$ cat src/rtl/pe_pkg.sv
// Shared helpers for the systolic PE family:
// saturation limits and multiply-stage constants.
package pe_pkg;

  localparam int MUL_PIPE_OFF = 0;
  localparam int MUL_PIPE_ON  = 1;
  localparam int MAX_W        = 64;

  typedef logic [MAX_W-1:0] wide_t;

  function automatic wide_t sat_max(
    input bit sgn,
    input int w
  );
    if (sgn) return (wide_t'(1) << (w - 1)) - wide_t'(1);
    return (wide_t'(1) << w) - wide_t'(1);
  endfunction

  function automatic wide_t sat_min(
    input bit sgn,
    input int w
  );
    if (sgn) return ~sat_max(1'b1, w);
    return '0;
  endfunction

endpackage

$ cat src/rtl/pe_sat_add.sv
// Combinational accumulate: wide add, overflow
// detect, and optional clamp to the type limits.
module pe_sat_add
  import pe_pkg::*;
#(
  parameter int ACC_W    = 32,
  parameter int SIGNED   = 1,
  parameter int SATURATE = 1
) (
  input  logic [ACC_W-1:0] a,
  input  logic [ACC_W-1:0] b,
  output logic [ACC_W-1:0] sum,
  output logic             ovf
);

  localparam logic [ACC_W-1:0] HI =
    ACC_W'(sat_max(SIGNED != 0, ACC_W));
  localparam logic [ACC_W-1:0] LO =
    ACC_W'(sat_min(SIGNED != 0, ACC_W));

  logic [ACC_W:0] raw;

  always_comb begin
    raw = {1'b0, a} + {1'b0, b};
    sum = raw[ACC_W-1:0];
    if (SIGNED != 0) begin
      ovf = (a[ACC_W-1] == b[ACC_W-1]) &&
            (raw[ACC_W-1] != a[ACC_W-1]);
    end else begin
      ovf = raw[ACC_W];
    end
    // signed overflow direction follows the operand sign
    if (ovf && SATURATE != 0) begin
      if (SIGNED != 0 && a[ACC_W-1]) sum = LO;
      else sum = HI;
    end
  end

endmodule

$ cat src/rtl/mac_pe_db.sv
// Weight-stationary systolic MAC cell with a shadow
// weight chain so the next tile loads during compute.
module mac_pe_db
  import pe_pkg::*;
#(
  parameter int DATA_W   = 8,
  parameter int WT_W     = 8,
  parameter int ACC_W    = 32,
  parameter int SIGNED   = 1,
  parameter int SATURATE = 1,
  parameter int MUL_PIPE = 0
) (
  input  logic              clk,
  input  logic              rst_n,
  input  logic              wt_shift,
  input  logic [WT_W-1:0]   wt_in,
  output logic [WT_W-1:0]   wt_out,
  input  logic              wt_swap,
  input  logic              valid_in,
  input  logic [DATA_W-1:0] data_in,
  input  logic [ACC_W-1:0]  acc_in,
  output logic              valid_out,
  output logic [DATA_W-1:0] data_out,
  output logic              data_valid_out,
  output logic [ACC_W-1:0]  acc_out,
  output logic              ovf,
  input  logic              ovf_clr
);

  localparam int PIPE = (MUL_PIPE == MUL_PIPE_ON) ?
    MUL_PIPE_ON : MUL_PIPE_OFF;

  typedef logic [ACC_W-1:0]  acc_t;
  typedef logic [DATA_W-1:0] data_t;
  typedef logic [WT_W-1:0]   wt_t;

  wt_t   sh_w_q, sh_w_d;
  wt_t   act_w_q, act_w_d;
  data_t data_q, data_d;
  logic  dvalid_q, dvalid_d;
  acc_t  acc_q, acc_d;
  logic  valid_q, valid_d;
  logic  ovf_q, ovf_d;
  acc_t  p_prod_q, p_prod_d;
  acc_t  p_acc_q, p_acc_d;
  logic  p_valid_q, p_valid_d;

  logic signed [DATA_W:0] d_x;
  logic signed [WT_W:0]   w_x;
  acc_t prod, s_prod, s_acc, add_sum;
  logic s_valid, add_ovf;

  always_comb begin
    d_x = {SIGNED != 0 && data_in[DATA_W-1], data_in};
    w_x = {SIGNED != 0 && act_w_q[WT_W-1], act_w_q};
    prod = ACC_W'(d_x) * ACC_W'(w_x);
    if (PIPE == MUL_PIPE_ON) begin
      s_prod  = p_prod_q;
      s_acc   = p_acc_q;
      s_valid = p_valid_q;
    end else begin
      s_prod  = prod;
      s_acc   = acc_in;
      s_valid = valid_in;
    end
  end

  pe_sat_add #(
    .ACC_W    (ACC_W),
    .SIGNED   (SIGNED),
    .SATURATE (SATURATE)
  ) u_add (
    .a   (s_acc),
    .b   (s_prod),
    .sum (add_sum),
    .ovf (add_ovf)
  );

  always_comb begin
    sh_w_d    = wt_shift ? wt_in : sh_w_q;
    // swap commits the pre-shift shadow value
    act_w_d   = wt_swap ? sh_w_q : act_w_q;
    data_d    = data_in;
    dvalid_d  = valid_in;
    p_prod_d  = prod;
    p_acc_d   = acc_in;
    p_valid_d = valid_in;
    valid_d   = s_valid;
    acc_d     = s_valid ? add_sum : s_acc;
    ovf_d     = (s_valid && add_ovf) ||
                (ovf_q && !ovf_clr);
  end

  always_ff @(posedge clk or negedge rst_n) begin
    if (!rst_n) begin
      sh_w_q    <= '0;
      act_w_q   <= '0;
      data_q    <= '0;
      dvalid_q  <= 1'b0;
      acc_q     <= '0;
      valid_q   <= 1'b0;
      ovf_q     <= 1'b0;
      p_prod_q  <= '0;
      p_acc_q   <= '0;
      p_valid_q <= 1'b0;
    end else begin
      sh_w_q    <= sh_w_d;
      act_w_q   <= act_w_d;
      data_q    <= data_d;
      dvalid_q  <= dvalid_d;
      acc_q     <= acc_d;
      valid_q   <= valid_d;
      ovf_q     <= ovf_d;
      p_prod_q  <= p_prod_d;
      p_acc_q   <= p_acc_d;
      p_valid_q <= p_valid_d;
    end
  end

  assign wt_out         = sh_w_q;
  assign data_out       = data_q;
  assign data_valid_out = dvalid_q;
  assign acc_out        = acc_q;
  assign valid_out      = valid_q;
  assign ovf            = ovf_q;

endmodule

$ cat config.mk
export PLATFORM = sky130hd
export DESIGN_NAME = mac_pe_db
export DESIGN_NICKNAME = d
export VERILOG_FILES = /design/src/rtl/pe_pkg.sv /design/src/rtl/pe_sat_add.sv /design/src/rtl/mac_pe_db.sv
export SDC_FILE = /design/constraint.sdc
export NUM_CORES = 1
export LEC_CHECK = 0
export BUFFER_PORTS_ARGS = -buffer_cell sky130_fd_sc_hd__buf_2
export CAP_MARGIN = 20
export CORE_UTILIZATION = 30
export CTS_BUF_LIST = sky130_fd_sc_hd__clkbuf_8 sky130_fd_sc_hd__clkbuf_16
export DETAILED_ROUTE_END_ITERATION = 10
export GPL_TIMING_DRIVEN = 0
export PLACE_DENSITY = 0.5
export SETUP_SLACK_MARGIN = 0.05
export SLEW_MARGIN = 20
export SYNTH_ARGS = -nofsm -noshare
export SYNTH_HDL_FRONTEND = slang
export SYNTH_HIERARCHICAL = 1
export SYNTH_SLANG_ARGS = --single-unit
export TNS_END_PERCENT = 5
$ cat constraint.sdc
create_clock -name clk -period 14.4 [get_ports clk]
set_clock_uncertainty 0.15 [all_clocks]
set_input_delay 0 -clock clk [delete_from_list [all_inputs] [get_ports clk]]
set_output_delay 0 -clock clk [all_outputs]
set_load 0.01 [all_outputs]
# Word level (Yosys, flattened, before mapping)
# Cells that the tools add are included.
word_totals:
  regBits: 58
classes:
  eq_ne: 2
  mux: 3
  addsub: 1
  multipliers: 1
  reduce_logical: 5
ops:
  columns: ["op", "n"]
  rows:
  - ["2-to-1 mux 32 bit", 3]
  - ["adder 32 bit", 1]
  - ["multiplier 8 x 8 -> 16 bit", 1]
  - ["logical AND 1 bit", 3]
  - ["== test 1 bit", 1]
  - ["logical NOT 1 bit", 1]
  - ["logical OR 1 bit", 1]
  - ["inequality test 1 bit", 1]

# Longest topological paths before layout
# Gate-level depths: netlist (run 1).
logic_depth:
  ltp_word: 6
  ltp_mapped: 30
  ltp_nobuf: 28

# By module
# Netlist (run 1), hierarchy kept.
by_module_without_submodules:
  columns: ["module", "area_each_um2", "cells_each", "n_inst", "seq_area_each_um2"]
  rows:
  - ["mac_pe_db", 4570.6, 405, 1, 1451.4]
  - ["pe_sat_add", 2109.5, 299, 1, 0.0]

# Worst setup path after synthesis (run 1)
# Ideal clock, no wire load.
synth_path:
  path_kind: "register to register"
  startpoint: "reg act_w_q[4]"
  endpoint: "reg acc_q[20], in the netlist acc_out[20]"
  stages_incl_launch_ff: 27
  slack_ns: 7.260
  setup_time_ns: 0.125
  t_arrival_ns: 6.865
  t_required_ns: 14.125
  path_cell_list: "dfrtp_1 and2_1 fa_1 inv_1 fa_1 inv_1 fa_1 inv_1 fa_1 inv_1 ha_1 a21o_1 a21oi_2 a211o_1 a21oi_1 xnor2_1 ha_1 a21oi_2 o21ai_1 or3_1 a211o_1 nand4_1 and4_1 buf_6 buf_8 o21ai_2 mux2_2"
synth_between:
  elab_chain_len: 6
synth_lines:
  columns: ["element", "line_no", "source"]
  rows:
  - ["start, declared", "mac_pe_db.sv:38", "wt_t act_w_q, act_w_d;"]
  - ["start signal, assigned", "mac_pe_db.sv:108", "act_w_q <= act_w_d;"]
  - ["multiplier 8 x 8 -> 16 bit (*)", "mac_pe_db.sv:56", "prod = ACC_W'(d_x) * ACC_W'(w_x);"]
  - ["net p_prod_d[15]", "mac_pe_db.sv:44", "acc_t p_prod_q, p_prod_d;"]
  - ["adder 32 bit", "pe_sat_add.sv:24", "raw = {1'b0, a} + {1'b0, b};"]
  - ["inequality test 1 bit", "pe_sat_add.sv:28", "(raw[ACC_W-1] != a[ACC_W-1]);"]
  - ["logical AND 1 bit", "pe_sat_add.sv:27", "ovf = (a[ACC_W-1] == b[ACC_W-1]) &&"]
  - ["2-to-1 mux 32 bit (*)", "pe_sat_add.sv:33", "if (ovf && SATURATE != 0) begin"]
  - ["net add_sum[20]", "mac_pe_db.sv:50", "acc_t prod, s_prod, s_acc, add_sum;"]
  - ["2-to-1 mux 32 bit (*)", "mac_pe_db.sv:89", "acc_d = s_valid ? add_sum : s_acc;"]
  - ["net acc_d[20]", "mac_pe_db.sv:41", "acc_t acc_q, acc_d;"]
  - ["end signal, assigned", "mac_pe_db.sv:100", "acc_q <= '0;"]
  - ["end signal, assigned", "mac_pe_db.sv:111", "acc_q <= acc_d;"]
  - ["end, declared", "mac_pe_db.sv:41", null]
# Mark *: on every way through the listed nets, which the timed path passes. The rest lies on a longest branch.
# A chain may end at the register's enable or synchronous reset.

# Worst setup path after layout (run 1)
layout_path:
  startpoint: "reg act_w_q[4]"
  endpoint: "reg acc_q[1], in the netlist acc_out[1]"
layout_between:
  elab_chain_len: 6
layout_lines:
  columns: ["element", "line_no"]
  rows:
  - ["multiplier 8 x 8 -> 16 bit (*)", "mac_pe_db.sv:56"]
  - ["net p_prod_d[15]", "mac_pe_db.sv:44"]
  - ["adder 32 bit", "pe_sat_add.sv:24"]
  - ["inequality test 1 bit", "pe_sat_add.sv:28"]
  - ["logical AND 1 bit (*)", "pe_sat_add.sv:27"]
  - ["2-to-1 mux 32 bit (*)", "pe_sat_add.sv:33"]
  - ["net add_sum[1]", "mac_pe_db.sv:50"]
  - ["2-to-1 mux 32 bit (*)", "mac_pe_db.sv:89"]
  - ["net acc_d[1]", "mac_pe_db.sv:41"]
# Marks and branches as above.

==> results of run 1 <==
[worst min path at each step]
stage | cells past startpoint | slack (ns) | startpoint | to
floorplan | 0 | -0.45 | rst_n | acc_out[0]
global placement | 1 | -0.02 | valid_in | valid_out
detailed placement | 1 | -0.20 | rst_n | acc_out[7]
CTS | 2 | 0.02 | wt_swap | act_w_q[0]
global route | 2 | 0.04 | wt_swap | act_w_q[0]
finish | 2 | 0.02 | wt_swap | act_w_q[0]
[flip-flops by register name, summed over array words and instances, names as in the netlist]
signal and flops:
act_w_q 8, data_out 8, ovf 1, valid_out 1, wt_out 8, acc_out 32
[cell usage after synthesis (8+ instances only)]
| library cell | instances | area share, % |
|---|---|---|
| sky130_fd_sc_hd__mux2_2 | 49 | 8.3 |
| sky130_fd_sc_hd__nor2b_1 | 10 | 0.94 |
| sky130_fd_sc_hd__and2_1 | 47 | 4.4 |
| sky130_fd_sc_hd__xnor2_1 | 22 | 2.9 |
| sky130_fd_sc_hd__ha_1 | 60 | 11 |
| sky130_fd_sc_hd__nor2_1 | 25 | 1.4 |
| sky130_fd_sc_hd__fa_1 | 56 | 17 |
| sky130_fd_sc_hd__xor2_1 | 15 | 2.0 |
| sky130_fd_sc_hd__nand4_1 | 8 | 0.75 |
| sky130_fd_sc_hd__o21ai_2 | 8 | 1.0 |
| sky130_fd_sc_hd__o21ai_0 | 11 | 0.82 |
| sky130_fd_sc_hd__a21oi_1 | 44 | 3.3 |
| sky130_fd_sc_hd__inv_1 | 99 | 5.6 |
| sky130_fd_sc_hd__dfrtp_1 | 58 | 22 |
| sky130_fd_sc_hd__nand2_1 | 39 | 2.2 |
| sky130_fd_sc_hd__o21ai_1 | 27 | 2.0 |
| sky130_fd_sc_hd__a21o_1 | 11 | 1.2 |
[area by class of cell]
cell class | count | area [sq um] | area share (%)
multi-input cells | 525 | 4710 | 55.88
flip-flops and latches | 58 | 1451 | 17.22
repair buffers | 157 | 1085 | 12.87
inverters | 99 | 371.6 | 4.409
well taps | 280 | 350.3 | 4.157
clock buffers | 9 | 225.2 | 2.672
plain buffers | 22 | 155.1 | 1.841
clock inverters | 7 | 77.57 | 0.9204
diodes | 1 | 2.502 | 0.02969
[logic make-up after synthesis]
family | count (synthesis) | share of synthesized area, %
buffers and inverters | 121 | 7.885
flip-flops | 58 | 21.73
AO/OA/AOI/OAI | 158 | 15.98
AND/OR/NAND/NOR | 164 | 13.13
multiplexers | 49 | 8.260
adder cells (fa/ha/maj) | 117 | 28.17
XOR/XNOR | 37 | 4.851
[metrics by stage]
step / hold slack [ns] / area [sq um]
detailed placement: -0.2043 / 7582
global placement: -0.01991 / 7541
global route: 0.03805 / 8428
CTS: 0.01988 / 8426
finish: 0.01533 / 8428
floorplan: -0.4456 / 6680
[worst max-delay path, stage by stage (launching register included)]
cell,delay (ns)
sky130_fd_sc_hd__dfrtp_1,0.50
sky130_fd_sc_hd__and2_1,0.23
sky130_fd_sc_hd__fa_1,0.53
sky130_fd_sc_hd__inv_1,0.05
sky130_fd_sc_hd__fa_1,0.47
sky130_fd_sc_hd__inv_1,0.06
sky130_fd_sc_hd__fa_1,0.52
sky130_fd_sc_hd__inv_1,0.05
sky130_fd_sc_hd__fa_1,0.52
sky130_fd_sc_hd__inv_1,0.04
sky130_fd_sc_hd__ha_1,0.35
sky130_fd_sc_hd__a21o_1,0.22
sky130_fd_sc_hd__a21oi_2,0.20
sky130_fd_sc_hd__a211o_1,0.19
sky130_fd_sc_hd__a21oi_1,0.10
sky130_fd_sc_hd__xnor2_2,0.53
sky130_fd_sc_hd__buf_6,0.24
sky130_fd_sc_hd__ha_1,0.32
sky130_fd_sc_hd__a21oi_1,0.18
sky130_fd_sc_hd__o21ai_1,0.13
sky130_fd_sc_hd__or3_1,0.41
sky130_fd_sc_hd__a211o_1,0.25
sky130_fd_sc_hd__nand4_1,0.12
sky130_fd_sc_hd__and4_1,0.24
sky130_fd_sc_hd__buf_6,0.18
sky130_fd_sc_hd__buf_8,0.17
sky130_fd_sc_hd__o21ai_1,0.07
sky130_fd_sc_hd__mux2_2,0.26
[layer usage]
layer  vias up  global-route usage [%]  wire length (um)
met5         -                       0                 0
met3        11                   2.861               650
met4         0                   3.750               160
met1      2645                   22.74              8449
li1       2736                       -                 -
met2       101                   24.00              7401
[what timing repair did]
| item | 4_1_cts | 5_1_grt |
|---|---|---|
| hold buffers | 53 | 0 |
| buffers inserted | 0 | 0 |
| hold endpoints to repair | 108 | 0 |
==> run summary, run 1 <==
After detailed routing, the number of vias per cell comes to 4.744. Synthesis produced a netlist with a net count of 874. CTS saw 58 sinks. The number of DRC markers after the initial detailed-route iteration came out at 218. The filler cell count is 2,258. The critical path in this run is classified as reg -> reg. The maximum count of clock buffers along a single path is 2. In the finished design, the share of the clock period the worst path needs comes to 51.48%. Across all setup checks in the final design, the least slack found is 6.987 ns. The number of hold-slack violations in the final timing report came out at 0. The number of global-route vias before repair is 5,409. The total via count after detailed routing came out at 5,493. The count of pins over their slew limit came out at 0. The boundary pin count came out at 105. The endpoint of the lowest-slack register-to-register path is acc_out[1]. STA classifies the critical path endpoint as a register. The count of buffers added on input and output ports is 102. The all-layer global routing usage is 15.73%. The worst-case setup slack after placement is 6.992 ns. The die span in x came out at 151.2 um.

The region available for standard cell placement spans 0.02182 sq mm. The placed instance count came out at 1,088. The number of remaining DRC errors is 0. The initial antenna violation count is 1.

Synthesis inferred 58 register bits. The total die area came out at 0.02287 sq mm. Summed over all nets, the half-perimeter wirelength after detailed placement is 13,440 um. The critical path ends at acc_out[1]. For this run, the leading register cell type out of synthesis is sky130_fd_sc_hd__dfrtp_1. After synthesis, the netlist uses 62 different library cells. The total clock buffers created by CTS is 9. The instance count of the mapped netlist came out at 704.

The mean post-synth cell area came out at 9.489 sq um. The end-of-flow core utilization is 38.62%. Post-CTS repair changed the size of 0 cells.

The number of nets in the layout is 1,042. The setup slack on the worst flop-to-flop path is 6.99 ns. TritonCTS built the clock tree. The synthesized design contains 0 enable-type register cells. The global-route wire length before repair came out at 27,750 um. STA puts the critical path data arrival time at 7.49 ns.

The normalized max-slew margin came out at 58.48%. Leaving out fill and tap cells, the most frequent cells in the layout are 108 x sky130_fd_sc_hd__buf_2, 99 x sky130_fd_sc_hd__inv_1, 60 x sky130_fd_sc_hd__ha_1, 58 x sky130_fd_sc_hd__dfrtp_1, 56 x sky130_fd_sc_hd__fa_1. The start point of the critical path is act_w_q[4]. The max-cap check violation count came out at 0. In this run the remaining antenna-violating nets after routing total 0. The final routed wire length divided by cell count is 14.39 um. Setup repair after global routing left no endpoint under its margin. The count of H-tree levels built during CTS is 3.

Measured in cells, the most critical reg-to-reg path has a length of 27. During synthesis, Yosys emitted a total of 6 warnings. The share of cells above drive strength 1 came out at 24.29%. The total wire length is 16,660 um. The accumulated negative setup slack came out at 0 ns. The largest driver fanout on the critical path came out at 11.

For this configuration, the core starts out at a cell density of 30.61%. The transition time at the pin with the least slew margin came out at 0.6198 ns. The final instance count without filler cells came out at 1,158. The relative area change from synthesis to final layout came out at 26.17%.

Data on the critical path is required at its endpoint by 14.47 ns. The total iterations of the first detailed-routing run came out at 5. Counting flops with an async set or reset pin after synthesis yields a share of 100.0%. The launch instance of the worst register-to-register path is act_w_q[4].

The library cell used most frequently in the layout, excluding fill and tap cells, is sky130_fd_sc_hd__buf_2. The worst path needs 7.413 ns of the cycle, external delays included. The worst setup path is launched from a register.

The die height is 151.2 um. Sequential elements use 21.73% of the synthesized area. The clock latency reported for the late side of the worst-skew pair is 0.35 ns. Clock-pin slew was measured on the worst setup and hold paths at 0.07 ns. The standard-cell row count is 54. The cell area after synthesis is 0.006680 sq mm. The count of endpoints failing setup in the final report is 0.

The buffer cell driving the clock tree root is sky130_fd_sc_hd__clkbuf_16. The largest net degree at the start of global routing is 34. The flow ran to the end, and the final reports show no timing, DRC or antenna violations.

The tightest min-delay check is of the in -> reg type. The final RePlAce weighted congestion came out at 0.8557. The maximum operating frequency came out at 134.9 MHz.

The total congestion overflow after global routing came out at 0.
Power of run 1 is not shown: default switching activity piles up to over one toggle a cycle in this logic, so the estimate is an artifact.
==> run 2: changes to the inputs <==
--- a/config.mk
+++ b/config.mk
@@ -11,7 +11,7 @@
 export CTS_BUF_LIST = sky130_fd_sc_hd__clkbuf_8 sky130_fd_sc_hd__clkbuf_16
 export DETAILED_ROUTE_END_ITERATION = 10
 export GPL_TIMING_DRIVEN = 0
-export PLACE_DENSITY = 0.5
+export PLACE_DENSITY = 0.51
 export SETUP_SLACK_MARGIN = 0.05
 export SLEW_MARGIN = 20
 export SYNTH_ARGS = -nofsm -noshare
==> constraint.sdc (replaced) <==
create_clock -name clk -period 6.4 [get_ports clk]
set_clock_uncertainty 0.15 [all_clocks]
set_input_delay 0 -clock clk [delete_from_list [all_inputs] [get_ports clk]]
set_output_delay 0 -clock clk [all_outputs]
set_load 0.01 [all_outputs]
==> run 2 against run 1 <==
Net effect:
- the run now ends with negative setup slack left
- fmax grew 11%
- flip-flop and latch count unchanged
- worst setup slack got worse by 7.3 ns
- final area increased by 9.0%
- count of clock-buffer cells in the layout up 1
- first-iteration DRC count increased by 17%
- worst hold slack better by 0.031 ns
- cell count increased by 2.6%
- sequential share of layout area down 1.3 points
- core utilization is 3.5 points higher
- die area unchanged
- routed wire length up 9.7%
- critical path type unchanged
- critical endpoint is now acc_out[6]
- largest cell class unchanged
- highest routed layer unchanged
==> run summary, run 2 (synthesis gave the netlist of run 1 again) <==
The largest net degree at the start of global routing is 29 (was 34). The number of nets in the layout came to 1,072 (was 1,042). The accumulated negative setup slack is -7.659 ns (was 0 ns).

The number of buffers inserted by port buffering came out at 102 (unchanged). The number of DRC markers after the initial detailed-route iteration is 256 (was 218). The launch instance of the worst register-to-register path was act_w_q[3] (was act_w_q[4]). The buffer cell driving the clock tree root was sky130_fd_sc_hd__clkbuf_16 (unchanged). The buffers plus inverters on the worst setup path is 8 (was 7). The TritonCTS clock tree was done (unchanged).

The count of H-tree levels built during CTS was 3 (unchanged). The total congestion overflow after global routing came to 0 (unchanged). The standard-cell row count is 54 (unchanged). The placed instance count is 1,087 (was 1,088). The largest driver fanout on the critical path is 7 (was 11). The post-detailed-route count of antenna-violating nets came out at 0 (unchanged).

The max-cap check violation count came out at 0 (unchanged). The final routed wire length divided by cell count came out at 15.39 um (was 14.39 um). The clock latency reported for the late side of the worst-skew pair is 0.35 ns (about the same).

The maximum operating frequency came out at 149.3 MHz (was 134.9 MHz). The final instance count without filler cells came out at 1,188 (was 1,158). The global-route wire length before repair came out at 29,390 um (was 27,750 um).

The kind of end point of the critical path is a register (unchanged). The number of remaining DRC errors is 0 (unchanged). The all-layer global routing usage is 16.76% (was 15.73%). The cell family with the largest share of critical-path delay was adder cells (unchanged). The final reports fail on negative setup slack. The number of global-route vias before repair is 5,706 (was 5,409). Most frequent cells in the layout: 105 x sky130_fd_sc_hd__buf_2, 95 x sky130_fd_sc_hd__inv_1, 55 x sky130_fd_sc_hd__fa_1, 53 x sky130_fd_sc_hd__dlygate4sd3_1, 50 x sky130_fd_sc_hd__dfrtp_1 (was 108 x sky130_fd_sc_hd__buf_2, 99 x sky130_fd_sc_hd__inv_1, 60 x sky130_fd_sc_hd__ha_1, 58 x sky130_fd_sc_hd__dfrtp_1, 56 x sky130_fd_sc_hd__fa_1). The start point of the critical path is act_w_q[3] (was act_w_q[4]). The clock-pin slew of the registers on the worst-case setup and hold paths is 0.06 ns (was 0.07 ns). The total die area came out at 0.02287 sq mm (unchanged). The initial antenna violation count is 1 (unchanged). The effective utilization at floorplan came out at 30.61% (unchanged). The final critical path time including I/O delays and setup is 6.699 ns (was 7.413 ns). The most common cell after layout, fill and taps aside is sky130_fd_sc_hd__buf_2 (unchanged). The total iterations of the first detailed-routing run came out at 6 (was 5). The total wire length came out at 18,280 um (was 16,660 um). The slowest stage cell on the critical path was sky130_fd_sc_hd__fa_1 (unchanged). The detailed placement HPWL was 13,540 um (was 13,440 um). The boundary pin count is 105 (unchanged). The transition time at the pin with the least slew margin was 0.7013 ns (was 0.6198 ns). The minimum setup slack in the final design came out at -0.2987 ns (was 6.987 ns). The detail-routed via count per cell is 4.787 (was 4.744). The normalized max-slew margin came out at 53.01% (was 58.48%). The final RePlAce weighted congestion is 0.8555 (was 0.8557). Run status: finished with violations (was finished, final reports clean).

The critical path arrival came to 6.77 ns (was 7.49 ns). The worst hold path startpoint is wt_shift (was wt_swap). The cell repeated most along the worst path is sky130_fd_sc_hd__fa_1. The number of hold-slack violations in the final timing report was 0 (unchanged).

The sort of element at the start of the critical path is a register (unchanged). The total via count after detailed routing is 5,687 (was 5,493). The placement-stage cell area came to 0.007750 sq mm (was 0.007582 sq mm). The share of cells above drive strength 1 is 33.08% (was 24.29%). The sink count of the clock tree came out at 58 (unchanged). The die height came to 151.2 um (unchanged).

The relative area change from synthesis to final layout was 37.55% (was 26.17%). The maximum single-stage delay on the critical path is 0.54 ns (was 0.53 ns). The area of the core region is 0.02182 sq mm (unchanged). The maximum count of clock buffers along a single path came out at 2 (unchanged). The part of the cycle the worst path needs came out at 104.7% (was 51.48%). The flip-flop count of the largest register after layout was 32 (unchanged).

The type of the setup path with the least slack is reg -> reg (unchanged). The total clock buffers created by CTS is 9 (unchanged). The count of endpoints failing setup in the final report is 32 (was 0). The type of the most critical hold path was in -> reg (unchanged). The final design instance area without fill came out at 0.009189 sq mm (was 0.008428 sq mm). RSZ-0062 raised after global routing: yes (was no).

The count of pins over their slew limit is 0 (unchanged). The die span in x came out at 151.2 um (unchanged). The data required time at the worst endpoint is 6.47 ns (was 14.47 ns).
==> run 2: cell type report <==
class	instances	area (sq um)
diodes	1	2.502
plain buffers	21	182.7
clock buffers	10	239.0
clock inverters	6	57.56
fillers	2187	12630
inverters	99	371.6
multi-input cells	526	5130
flip-flops and latches	58	1461
well taps	280	350.3
repair buffers	187	1394
==> run 2: final timing paths <==
check                           slack [ns]  depth (start not counted)     endpoint
worst max register to register       -0.30                         28   acc_out[6]
worst max-delay path                 -0.30                         28   acc_out[6]
worst min-delay path                  0.05                          2    wt_out[1]
worst min register to register        0.38                          1    wt_out[6]
max in group asynchronous             4.58                          4  data_out[3]
min in group asynchronous             0.51                          3  data_out[4]
==> run 2: stage by stage <==
| step | util (%) | setup WS (ns) | hold WS, ns |
|---|---|---|---|
| floorplan | - | 0.05553 | -0.4456 |
| global placement | 35.41 | -0.6782 | -0.02724 |
| detailed placement | 35.51 | -0.7414 | -0.1783 |
| CTS | 41.94 | -0.3305 | 0.06799 |
| global route | 42.11 | -0.5491 | 0.09113 |
| finish | 42.11 | -0.2987 | 0.04665 |
==> run 2: repair_timing <==
item                                    4_1_cts  5_1_grt
gates resized for setup                      63        4
hold endpoints to repair                    108        0
gates cloned                                  3        0
pin swaps                                    34        8
buffers inserted                             26        3
endpoints found under the setup margin       33       33
hold buffers                                 53        0
==> run 2: metal layers <==
layer / vias to the layer above / track usage [%] / wire [um] / share of wire [%]
met5: - / 0 / 0 / 0
met4: 0 / 5.300 / 302 / 1.7
met3: 20 / 2.440 / 536 / 2.9
met2: 95 / 25.78 / 8131 / 44
met1: 2782 / 23.96 / 9308 / 51
li1: 2790 / - / - / -
Power of run 2 is left out for the same reason.
==> run 3: changes to the inputs <==
--- a/config.mk
+++ b/config.mk
@@ -8,7 +8,6 @@
 export BUFFER_PORTS_ARGS = -buffer_cell sky130_fd_sc_hd__buf_2
 export CAP_MARGIN = 20
 export CORE_UTILIZATION = 30
-export CTS_BUF_LIST = sky130_fd_sc_hd__clkbuf_8 sky130_fd_sc_hd__clkbuf_16
 export DETAILED_ROUTE_END_ITERATION = 10
 export GPL_TIMING_DRIVEN = 0
 export PLACE_DENSITY = 0.51
==> run 3 against run 2 <==
Net effect:
- the run still ends with negative setup slack left
- worst hold slack better by 0.0011 ns
- register-to-register slack hardly changed
- count of clock-buffer cells in the layout increased by 1
- non-clock buffer count is the same
- worst setup slack hardly changed
- critical path depth is the same
- fmax about the same
- final area unchanged
- flip-flop and latch count is the same
- sequential share of layout area unchanged
- die area is the same
- critical endpoint unchanged
- highest routed layer unchanged
==> run summary, run 3 (synthesis gave the netlist of run 1 again) <==
Run status: finished with violations (unchanged). Failing checks: negative setup slack (unchanged). The count of H-tree levels built during CTS came to 3 (unchanged). The critical path arrival is 6.77 ns (about the same). The slowest stage cell on the critical path was sky130_fd_sc_hd__fa_1 (unchanged).

The placement-stage cell area is 0.007750 sq mm (unchanged). The data required time at the worst endpoint is 6.47 ns (about the same). The maximum single-stage delay on the critical path came out at 0.54 ns (about the same). The final critical path time including I/O delays and setup came to 6.699 ns (about the same). The global-route wire length before repair came out at 29,390 um (unchanged). The standard-cell row count came out at 54 (unchanged). The post-route met1 wirelength is 9307 um (was 9308 um). The normalized max-slew margin came out at 53.01% (about the same).

The die span in x is 151.2 um (unchanged). The part of the cycle the worst path needs came out at 104.7% (about the same). The effective utilization at floorplan came out at 30.61% (unchanged). The maximum operating frequency is 149.3 MHz (about the same). The filler cell count came out at 2,187 (unchanged).

RSZ-0062 raised after global routing: yes (unchanged). The detailed placement HPWL is 13,540 um (unchanged). The flip-flop count of the largest register after layout came out at 32 (unchanged).

The sink count of the clock tree is 58 (unchanged). The die height came out at 151.2 um (unchanged). The number of nets in the layout is 1,072 (unchanged). The initial antenna violation count is 1 (unchanged). The sort of element at the start of the critical path is a register (unchanged). The share of cells above drive strength 1 is 33.08% (unchanged). The detail-routed via count per cell came out at 4.793 (was 4.787). The number of buffers inserted by port buffering is 102 (unchanged). The final RePlAce weighted congestion is 0.8555 (unchanged). The post-detailed-route count of antenna-violating nets is 0 (unchanged). The boundary pin count is 105 (unchanged). The final design instance area without fill is 0.009189 sq mm (unchanged). The kind of end point of the critical path is a register (unchanged). The relative area change from synthesis to final layout is 37.55% (unchanged). The number of DRC markers after the initial detailed-route iteration came to 256 (unchanged). The type of the most critical hold path is in -> reg (unchanged). The clock latency reported for the late side of the worst-skew pair came to 0.34 ns (was 0.35 ns). The type of the setup path with the least slack is reg -> reg (unchanged). The minimum setup slack in the final design is -0.2986 ns (was -0.2987 ns).

The final routed wire length divided by cell count was 15.38 um (was 15.39 um). The detailed route wirelength on metal3 is 532 um (was 536 um). The met2 layer wire length in the routed design came out at 8126 um (was 8131 um).

The total clock buffers created by CTS is 9 (unchanged). The buffer cell driving the clock tree root was sky130_fd_sc_hd__clkbuf_16 (unchanged). The clock-pin slew of the registers on the worst-case setup and hold paths is 0.06 ns (about the same). The most common cell after layout, fill and taps aside was sky130_fd_sc_hd__buf_2 (unchanged). The area of the core region is 0.02182 sq mm (unchanged). The count of endpoints failing setup in the final report came out at 32 (unchanged).

The max-cap check violation count came to 0 (unchanged). The count of pins over their slew limit was 0 (unchanged). The number of remaining DRC errors is 0 (unchanged).

The total wire length was 18,270 um (was 18,280 um). Most frequent cells in the layout: 105 x sky130_fd_sc_hd__buf_2, 94 x sky130_fd_sc_hd__inv_1, 55 x sky130_fd_sc_hd__fa_1, 53 x sky130_fd_sc_hd__dlygate4sd3_1, 50 x sky130_fd_sc_hd__dfrtp_1 (was 105 x sky130_fd_sc_hd__buf_2, 95 x sky130_fd_sc_hd__inv_1, 55 x sky130_fd_sc_hd__fa_1, 53 x sky130_fd_sc_hd__dlygate4sd3_1, 50 x sky130_fd_sc_hd__dfrtp_1). The cell repeated most along the worst path is sky130_fd_sc_hd__fa_1 (unchanged). The total die area is 0.02287 sq mm (unchanged). The largest driver fanout on the critical path came out at 7 (unchanged). The number of hold-slack violations in the final timing report is 0 (unchanged).

The total via count after detailed routing is 5,694 (was 5,687). The maximum count of clock buffers along a single path is 2 (unchanged). The all-layer global routing usage came out at 16.76% (unchanged). The highest routed metal layer is met4 (unchanged). The accumulated negative setup slack came out at -7.659 ns (about the same). The largest net degree at the start of global routing came out at 29 (unchanged). The total iterations of the first detailed-routing run came to 6 (unchanged). The TritonCTS clock tree was done (unchanged). The final instance count without filler cells came out at 1,188 (unchanged).

The placed instance count came to 1,087 (unchanged). The number of global-route vias before repair is 5,706 (unchanged). The total congestion overflow after global routing is 0 (unchanged). The transition time at the pin with the least slew margin is 0.7014 ns (was 0.7013 ns).
## run 3: changes by cell type in the layout (fill, tap and decap cells not counted)
cell,delta
sky130_fd_sc_hd__clkbuf_1,+1
sky130_fd_sc_hd__inv_1,-1
## run 3: layout make-up
cell class	count	area, sq um	share of cell area, %
Timing Repair Buffer	187	1394	15.17
Clock buffer	11	242.7	2.642
Buffer	21	182.7	1.988
Clock inverter	5	53.80	0.5855
Multi-Input combinational cell	526	5130	55.83
Antenna cell	1	2.502	0.02723
Tap cell	280	350.3	3.813
Sequential cell	58	1461	15.90
Inverter	99	371.6	4.044
## run 3: stage by stage
step                      util, %  setup WS [ns]  hold WS (ns)
after floorplan                 -        0.05553       -0.4456
after global placement      35.41        -0.6782      -0.02724
after detailed placement    35.51        -0.7414       -0.1783
after CTS                   41.94        -0.3305       0.06799
after global routing        42.11        -0.5491       0.09113
final                       42.11        -0.2986       0.04774
## run 3: layer usage
layer  vias to the layer above  track usage (%)
met3                        20            2.440
li1                       2791                -
met1                      2787            23.96
met4                         0            5.300
met5                         -                0
met2                        96            25.78
## run 3: path summary, 6_finish.rpt
path	end	startpoint	slack [ns]	depth (start not counted)
setup / recovery	acc_out[6]	act_w_q[3]	-0.30	28
hold / removal	wt_out[1]	wt_shift	0.05	2
setup reg to reg	acc_out[6]	act_w_q[3]	-0.30	28
hold reg to reg	wt_out[6]	wt_out[6]	0.38	1
max in group asynchronous	data_out[3]	rst_n	4.57	4
min in group asynchronous	data_out[4]	rst_n	0.51	3
## run 3: timing repair
action                                  in CTS  in global routing
hold endpoints to repair                   108                  0
cloned                                       3                  0
pin swaps                                   34                  8
endpoints found under the setup margin      33                 33
gates resized for setup                     63                  4
setup buffers                               26                  3
hold buffers                                53                  0
## run 3: critical path, delay by kind of cell, from the launching register on
family | cells | cell delay (ns)
AND/OR/NAND/NOR | 4 | 0.88
adder cells (fa/ha/maj) | 6 | 2.53
AO/OA/AOI/OAI | 8 | 1.33
buffers and inverters | 8 | 0.76
flip-flops | 1 | 0.47
multiplexers | 1 | 0.27
XOR/XNOR | 1 | 0.18
Power of run 3 is left out for the same reason.
